### src/rtl/operand_fetch.sv
// operand_fetch: sequences the 4-input source mux to gather operand A then
// operand B, and hands the captured pair to the ALU stage over valid/ready.
// When both operands name the same source, one capture fills both.
module operand_fetch #(
  parameter int SETTLE_CYCLES = 0
) (
  input  logic        clk,
  input  logic        reset_n,
  input  logic        start,
  input  logic [1:0]  src_a,
  input  logic [1:0]  src_b,
  output logic [1:0]  mux_sel,
  input  logic [15:0] mux_value,
  output logic [15:0] op_a,
  output logic [15:0] op_b,
  output logic        valid,
  input  logic        ready,
  output logic        busy
);

  typedef enum logic [1:0] {
    IDLE    = 2'd0,
    FETCH_A = 2'd1,
    FETCH_B = 2'd2,
    DONE    = 2'd3
  } state_t;

  // The wait counter runs from 0 up to this value, and the capture happens
  // in the cycle where it has reached it.
  localparam logic [3:0] SettleMax = 4'(SETTLE_CYCLES);

  state_t      state_q;
  logic [1:0]  src_a_q;
  logic [1:0]  src_b_q;
  logic        same_q;
  logic [3:0]  wait_cnt_q;
  logic [15:0] op_a_q;
  logic [15:0] op_b_q;

  logic        accept_d;
  logic        settled_d;

  // A new request is taken from IDLE, or from DONE in the very cycle the
  // current pair is consumed, so back-to-back requests have no bubble.
  assign accept_d  = start && ((state_q == IDLE) || ((state_q == DONE) && ready));
  assign settled_d = (wait_cnt_q == SettleMax);

  // Mux select follows the state; outside a fetch it parks on input 0.
  always_comb begin
    mux_sel = 2'b00;
    case (state_q)
      FETCH_A: mux_sel = src_a_q;
      FETCH_B: mux_sel = src_b_q;
      default: mux_sel = 2'b00;
    endcase
  end

  // Fetch sequencer: request latching, settle counting, operand capture.
  always_ff @(posedge clk or negedge reset_n) begin
    if (!reset_n) begin
      state_q    <= IDLE;
      src_a_q    <= 2'b00;
      src_b_q    <= 2'b00;
      same_q     <= 1'b0;
      wait_cnt_q <= 4'd0;
      op_a_q     <= 16'h0000;
      op_b_q     <= 16'h0000;
    end else begin
      case (state_q)
        IDLE: begin
          if (accept_d) begin
            src_a_q    <= src_a;
            src_b_q    <= src_b;
            same_q     <= (src_a == src_b);
            wait_cnt_q <= 4'd0;
            state_q    <= FETCH_A;
          end
        end
        FETCH_A: begin
          if (!settled_d) begin
            wait_cnt_q <= wait_cnt_q + 4'd1;
          end else begin
            op_a_q     <= mux_value;
            wait_cnt_q <= 4'd0;
            if (same_q) begin
              op_b_q  <= mux_value;
              state_q <= DONE;
            end else begin
              state_q <= FETCH_B;
            end
          end
        end
        FETCH_B: begin
          if (!settled_d) begin
            wait_cnt_q <= wait_cnt_q + 4'd1;
          end else begin
            op_b_q     <= mux_value;
            wait_cnt_q <= 4'd0;
            state_q    <= DONE;
          end
        end
        DONE: begin
          if (ready) begin
            if (accept_d) begin
              src_a_q    <= src_a;
              src_b_q    <= src_b;
              same_q     <= (src_a == src_b);
              wait_cnt_q <= 4'd0;
              state_q    <= FETCH_A;
            end else begin
              state_q <= IDLE;
            end
          end
        end
        default: state_q <= IDLE;
      endcase
    end
  end

  assign op_a  = op_a_q;
  assign op_b  = op_b_q;
  assign valid = (state_q == DONE);
  assign busy  = (state_q == FETCH_A) || (state_q == FETCH_B);

endmodule

### config.mk
export PLATFORM = sky130hd
export DESIGN_NAME = operand_fetch
export DESIGN_NICKNAME = d
export VERILOG_FILES = /design/src/rtl/operand_fetch.sv
export SDC_FILE = /design/constraint.sdc
export NUM_CORES = 1
export LEC_CHECK = 0
export CORE_ASPECT_RATIO = 1.75
export CORE_UTILIZATION = 46
export CTS_CLUSTER_DIAMETER = 80
export DETAILED_ROUTE_END_ITERATION = 6
export PLACE_DENSITY = 0.78
export SLEW_MARGIN = 20
export SYNTH_ARGS = -nofsm -noshare
export SYNTH_HDL_FRONTEND = slang
export SYNTH_SLANG_ARGS = --single-unit
### constraint.sdc
create_clock -name clk -period 2.11 [get_ports clk]
set_input_delay 0.422 -clock clk [delete_from_list [all_inputs] [get_ports clk]]
set_output_delay 0.422 -clock clk [all_outputs]
set_load 0.01 [all_outputs]
After elaboration in Yosys (flattened, before gate mapping)
Cells that the tools add are included.
- output and inout bits: 36
- bits of input ports: 24
- flip-flop bits (word level): 43
- word-level logic and storage cells: 55
- reductions and logical operators: 13
- equal/unequal tests: 9
- muxes and demuxes: 25
- add/sub/neg operators: 1
- operator list (cell ; count):
    $mux W16 ; 3
    $pmux W16 S2 ; 1
    $mux W2 ; 8
    $mux W4 ; 3
    $pmux W2 S2 ; 3
    $pmux W4 S3 ; 1
    $ne A2 B2 Y1 const B ; 4
    $pmux W2 S4 ; 1
    $reduce_and A4 Y1 ; 2
    $add A4 B1 Y4 const B ; 1
    $eq A2 B2 Y1 const B ; 2
    $logic_not A4 Y1 ; 1
    $mux W1 ; 4
    $reduce_and A2 Y1 ; 2
    $reduce_bool A2 Y1 ; 2
    $eq A2 B1 Y1 const B ; 1
    $eq A2 B2 Y1 ; 1
    $logic_and A1 B1 Y1 ; 2
    $logic_not A2 Y1 ; 1
    $logic_or A1 B1 Y1 ; 2
    $ne A2 B1 Y1 const B ; 1
    $pmux W1 S2 ; 1
    $reduce_or A2 Y1 ; 1

Longest topological paths before layout
Gate-level depths: netlist of run 1.
- depth in word-level cells: 7
- mapped depth: 7
- gate-level depth less buffers: 6

Least setup slack after synthesis of run 1
No wires, ideal clock.
- kind: reg2out
- start: register state_q[0]
- end: output mux_sel[0]
- path buffers: 1
- arrival: 1285 ps
- data required time: 1688 ps
- slack: 403 ps
- stages on the path, launching flop included: 5
- cells stage by stage: dfrtp_1 -> inv_1 -> ha_1 -> clkbuf_1 -> nor2b_1
- word-level cells in the longest chain between the ends: 2
- elaborated cells on any way between the ends: 3
- classes of those cells: eq/ne (2); mux (1)
- ends and longest elaborated chain (what ; line ; text):
    start: declaration ; 32 ; state_t state_q;
    start signal: assignment ; 61 ; state_q <= IDLE;
    start signal: assignment ; 76 ; state_q <= FETCH_A;
    start signal: assignment ; 87 ; state_q <= DONE;
    $eq A2 B2 Y1 or $eq A2 B1 Y1 (tied branches) ; 51 ; case (state_q)
    $pmux W2 S2 * ; 51 ;
    end: declaration ; 12 ; output logic [1:0] mux_sel,
Mark *: on every way between the ends. The rest lies on a longest branch, timed or not.

Worst setup path in the final report of run 1
- start: register state_q[1]
- end: output busy
- word-level cells in the longest chain between the ends: 2
- elaborated cells on any way between the ends: 3
- classes of those cells: eq/ne (2); reduce/logical (1)
- ends and longest elaborated chain (what ; line ; text):
    $eq A2 B1 Y1 or $eq A2 B2 Y1 (tied branches) ; 123 ; assign busy = (state_q == FETCH_A) || (state_q == FETCH_B);
    $logic_or A1 B1 Y1 * ; 123 ;
    end: declaration ; 18 ; output logic busy
Marks and branches as above.

==> summary.md, run 1 <==
| Metric | Value |
|---|---|
| CP arrival | about 1.6 ns |
| Syn Area/Cell | 14.6 um2 |
| Vias in the first global route | ~1,400 |
| Post-Syn Area | 2000 um2 |
| Worst-path fanout max | 4 |
| CP endpoint kind | output port |
| RSZ-0062 raised after global routing | no |
| Starting DRT DRC Count | 33 |
| Hold Path Class | in2async |
| Cell variety after synth | 29 |
| TritonCTS clock tree | done |
| Root buf cell | clkbuf_8 |
| Final period util | 94.4% |
| Longest Clk Path Bufs | 2 |
| Die area | ~4600 um2 |
| Reg clk slew, reported paths | approximately 0.08 ns |
| Synth-to-layout area growth | 39.1% |
| Comb pwr share | between 50% and 60% |
| Synth Instances | 137 |
| Critical Path Start Type | register |
| Cts bufs inserted | 5 |
| Ant. Diodes | 0 |
| CTS Sinks | 43 |
| Switching portion of total power | between 30% and 40% |
| Starting density of the core | just under 50% |
| Setup Viol. Count Final | 0 |
| Row count | 31 |
| Status | complete, no violations |
| Core ar. | around 4200 um2 |
| DIE HEIGHT | between 80 and 90 um |
| Post-route ant nets | 0 |
| Max-slew violation count | 0 |
| Antenna violations before repair | 0 |
| GRT Residual Overflow | 0 |
| Global-route wire length before repair | roughly 6700 um |
| IO Count | 60 |
| Max frequency | approximately 500 MHz |
| Final TNS setup | 0 ns |
| Tmin final | roughly 2 ns |
| Final worst slack | approximately 0.12 ns |
| GRT Total Usage | between 15 and 20% |
| I/O Buffers | between 50 and 60 |
| Crit Path Class | reg2out |
| Post-synthesis sequential area ratio | between 50% and 60% |
| Critical Path RT | 1.69 ns |
| Max Cap Viol | 0 |
| Hpwl dp | around 3100 um |
| DR vias/cell | around 5.3 |
| Clock share of power | 11.5% |
| CTS HTree Levels | 2 |
| Measured slew at the worst slew-check pin | 0.557 ns |
| Slew margin rel. | a little over three fifths |
| Die Wd | around 52 um |
| Final hold violations | 0 |
| Pre-CTS setup slack | 0.110 ns |
| Initial DRT Pass Iterations | 4 |
| Clk Latency, worst-skew pair | about 0.3 ns |
| NetSw | ~1.5 mW |
| VDD IR-drop max | roughly 1100 uV |
| Power share of the sequential group | 31.5% |
| Leak Pwr | around 1.2 nW |
| Synth Warn # | 0 |
| Share of the synthesized area in the top cell type | a little over half |
| Yosys reg bits | 43 |
| Nets | ~240 |
| Ratio of cells with drive above 1 in the final layout | between 20% and 30% |
| Synth top area cells | dfrtp_1 (54%), mux2_4 (15%), mux2_2 (10%) |
| Dominant cell type by area after synthesis | dfrtp_1 |
| Via Count | about 1,400 |
| Clk_skew | between 0.007 and 0.008 ns |
| Internal power | 3.03 mW |
| Syn Nets | 168 |
| Largest net degree at the start of global routing | 44 |
| GP Congestion | ~0.82 |
| Remaining DRCs | 0 |
| Drt total wl | 4380 um |
| DR WL/cell | about 17 um |
| PD cells | around 1600 nW/um2 |
## Yosys cell counts (all sizes together)
cell type / n
nand3: 4
mux2: 38
xor2: 2
o311ai: 1
o21a: 1
mux2i: 1
a31oi: 1
a32o: 1
buf: 3
nand2: 6
and2: 1
o221ai: 1
ha: 7
nor3b: 1
dfrtp: 43
o31ai: 1
inv: 6
clkbuf: 1
nor2: 4
nand4: 1
nor2b: 2
a21oi: 3
o21ai: 2
a22oi: 2
o211ai: 1
nand2b: 3
## worst paths after layout
path | start | endpoint | slack, ns | cells past startpoint
hold reg to reg | op_b[10]$_DFFE_PN0P_ | op_b[10]$_DFFE_PN0P_ | 0.52 | 1
setup reg to reg | state_q[0]$_DFFE_PN0P_ | op_b[2]$_DFFE_PN0P_ | 0.26 | 6
hold / removal | reset_n | op_b[15]$_DFFE_PN0P_ | 0.19 | 2
min in group clk | op_b[10]$_DFFE_PN0P_ | op_b[10]$_DFFE_PN0P_ | 0.52 | 1
setup / recovery | state_q[1]$_DFFE_PN0P_ | busy | 0.12 | 3
max in group asynchronous | reset_n | op_a[6]$_DFFE_PN0P_ | 1.54 | 2
## cells by family after synthesis
logic type / Yosys count / synth area share (%)
AO/OA/AOI/OAI: 14 / 5.39
XOR/XNOR: 2 / 0.878
adder cells (fa/ha/maj): 7 / 4.39
buffers and inverters: 10 / 3.89
flip-flops: 43 / 53.9
multiplexers: 39 / 25.7
AND/OR/NAND/NOR: 22 / 5.83
## per-layer routing
metal  share of wire, %  GRT usage, %  up-vias
met4                1.8          8.60        0
met2                 56          37.4       75
met1                 36          20.5      665
met5                  0             0        -
met3                6.5          4.76       10
li1                   -             -      611
## what timing repair did
| item | CTS | global route |
|---|---|---|
| setup endpoints to repair | 2 | 1 |
| buffers inserted | 3 | 0 |
| hold buffers | 0 | 0 |
| resized for setup | 9 | 1 |
| pin swaps | 0 | 0 |
## layout by cell type (no fill, tap or decap), types with 3 or more instances in the layout
cell type / count
clkdlybuf4s50_1: 55
dfrtp_1: 43
mux2_4: 20
mux2_2: 18
nand2_1: 6
clkbuf_8: 5
buf_4: 5
inv_1: 4
nor2_1: 4
nand3_1: 4
ha_1: 4
nand2b_1: 3
ha_4: 3
## per-stage QoR
step / cell area, um2 / utilization, % / cells / hold slack, ns / power (mW)
floorplan: 2000 / - / 137 / 0.126 / 2.93
global placement: 2620 / 63.2 / 244 / 0.492 / 3.86
detailed placement: 2620 / 63.2 / 244 / 0.495 / 3.95
CTS: 2770 / 66.8 / 255 / 0.206 / 4.61
global route: 2780 / 66.9 / 255 / 0.241 / 4.82
finish: 2780 / 66.9 / 255 / 0.195 / 4.57
## cell type report
class | instances | area (um2)
flip-flops and latches | 43 | 1080
multi-input cells | 84 | 880
fillers | 300 | 1380
well taps | 49 | 61.3
inverters | 6 | 22.5
clock inverters | 3 | 23.8
clock buffers | 5 | 68.8
repair buffers | 65 | 643
## worst max-delay path, cell delays in order (launching register included)
cell,delay [ns]
dfrtp_1,0.38
inv_2,0.08
ha_4,0.28
clkdlybuf4s50_1,0.53
## sequential cells by signal (all words and copies together) (netlist names)
signal      count
op_a           16
op_b           16
wait_cnt_q      4
src_a_q         2
src_b_q         2
state_q         2
same_q          1
## power groups by stage
stage	combinational [mW]	clock, mW	sequential (mW)
finish	2.60	0.526	1.44
global route	2.76	0.579	1.48
CTS	2.62	0.550	1.44
detailed placement	2.49	0	1.46
global placement	2.42	0	1.44
floorplan	1.36	0	1.57
Power figures use the tool's default switching activity.
==> inputs of run 2 (changes only) <==
--- a/config.mk
+++ b/config.mk
@@ -9,6 +9,7 @@
 export CORE_UTILIZATION = 46
 export CTS_CLUSTER_DIAMETER = 80
 export DETAILED_ROUTE_END_ITERATION = 6
+export GPL_TIMING_DRIVEN = 1
 export PLACE_DENSITY = 0.78
 export SLEW_MARGIN = 20
 export SYNTH_ARGS = -nofsm -noshare
==> constraint.sdc (replaced) <==
create_clock -name clk -period 2.11 [get_ports clk]
set_input_delay 0.422 -clock clk [delete_from_list [all_inputs] [get_ports clk]]
set_output_delay 0.422 -clock clk [all_outputs]
set_load 0.05 [all_outputs]
==> summary.md, run 2 (synthesis results as in run 1) <==
| Metric | Value |
|---|---|
| I/O Buffers | 59 |
| Post-CTS setup buffers | 0 |
| CP endpoint kind | output port |
| Hpwl dp | slightly above 3000 um |
| Tmin final | 2.05 ns |
| Post-route ant nets | 0 |
| Critical Path Start Type | register |
| RSZ-0062 raised after global routing | yes |
| Crit Path Class | reg2out |
| Starting density of the core | about 48% |
| TritonCTS clock tree | done |
| CTS HTree Levels | 2 |
| Max frequency | between 400 and 500 MHz |
| Longest Clk Path Bufs | 2 |
| Setup Viol. Count Final | 0 |
| # resized after CTS | 0 |
| GRT Total Usage | between 20% and 30% |
| Antenna violations before repair | 0 |
| Fillers | about 320 |
| Starting DRT DRC Count | 26 |
| Global-route wire length before repair | 6630 um |
| Met1 wire length | 1550 um |
| Most frequent cells in the layout | clkdlybuf4s50_1 (54), dfrtp_1 (43), mux2_4 (20), mux2_2 (18) |
| Final hold violations | 0 |
| Remaining DRCs | 0 |
| Nets | 232 |
| CTS Sinks | between 40 and 50 |
| Vias in the first global route | ~1,400 |
| Clk_skew | between 0.006 and 0.007 ns |
| Row count | 31 |
| Drt total wl | around 4000 um |
| GRT Residual Overflow | 0 |
| Final period util | slightly below 100% |
| Ant. Diodes | 0 |
| CP arrival | roughly 1.6 ns |
| Clk Latency, worst-skew pair | between 0.2 and 0.3 ns |
| Max-slew violation count | 0 |
| Ratio of cells with drive above 1 in the final layout | 28.9% |
| Cts bufs inserted | 5 |
| Die area | between 4000 and 5000 um2 |
| Synth-to-layout area growth | 37.7% |
| Reg clk slew, reported paths | 0.08 ns |
| Die Wd | 51.8 um |
| Final TNS setup | 0 ns |
| Max Used Layer | met4 |
| CTS Hold Buffers Added | 0 |
| Critical Path RT | 1.69 ns |
| Largest net degree at the start of global routing | 44 |
| Max Cap Viol | 0 |
| Status | complete, no violations |
| DR WL met2 | roughly 2100 um |
| WL met3 | ~230 um |
| Slew margin rel. | between 60% and 70% |
| Via Count | between 1,000 and 1,500 |
| Hold Path Class | in2async |
| GP Congestion | between 0.8 and 0.9 |
| IO Count | 60 |
| DIE HEIGHT | 89.1 um |
| Final core occ | 66.2% |
| Commonest non-fill, non-tap cell in the layout | clkdlybuf4s50_1 |
| Core ar. | a little over 4000 um2 |
| Measured slew at the worst slew-check pin | about 0.52 ns |
| Root buf cell | clkbuf_8 |
| DR WL/cell | 16.1 um |
| Worst-path fanout max | 12 |
| Initial DRT Pass Iterations | 4 |
| DR vias/cell | 5.33 |
## run 2: path summary, 6_finish.rpt
kind                                        start                      to  slack (ns)  depth (start not counted)
min reg2reg                    same_q$_DFFE_PN0P_      same_q$_DFFE_PN0P_        0.51                          2
max reg2reg                state_q[1]$_DFFE_PN0P_     op_b[1]$_DFFE_PN0P_        0.29                          6
min                                       reset_n     op_b[4]$_DFFE_PN0P_        0.19                          2
max                        state_q[1]$_DFFE_PN0P_              mux_sel[0]        0.06                          4
max in group asynchronous                 reset_n  src_a_q[0]$_DFFE_PN0P_        1.56                          2
min in group clk               same_q$_DFFE_PN0P_      same_q$_DFFE_PN0P_        0.51                          2
## run 2: worst max-delay path, stage by stage, from the launching register on
cell and delay, ns:
dfrtp_1 0.41, inv_1 0.10, ha_2 0.48, nor2b_4 0.21, buf_12 0.14
## run 2: cell type report
| cell class | count | area [um2] | share of cell area (%) |
|---|---|---|---|
| Multi-Input combinational cell | 84 | 860 | 31.3 |
| Clock inverter | 1 | 5.00 | 0.182 |
| Tap cell | 49 | 61.3 | 2.23 |
| Sequential cell | 43 | 1080 | 39.2 |
| Timing Repair Buffer | 61 | 641 | 23.3 |
| Clock buffer | 6 | 82.6 | 3.01 |
| Inverter | 6 | 22.5 | 0.820 |
## run 2: metrics by stage
stage          cells  hold WS (ns)  cell area [um2]  setup WS (ns)
6_report         250         0.194             2750         0.0581
5_1_grt          250         0.239             2750        -0.0456
4_1_cts          250         0.204             2750         0.0315
3_5_place_dp     243         0.495             2660          0.133
3_3_place_gp     243         0.473             2660          0.308
2_1_floorplan    137         0.126             2010         0.0866
## run 2: routing by layer
metal	vias up	global-route usage, %
met5	-	0
met4	0	10.3
met3	11	4.59
met2	65	36.7
met1	652	20.8
li1	605	-
Power of run 2 is not shown: default switching activity piles up to over one toggle a cycle in this logic, so the estimate is an artifact.
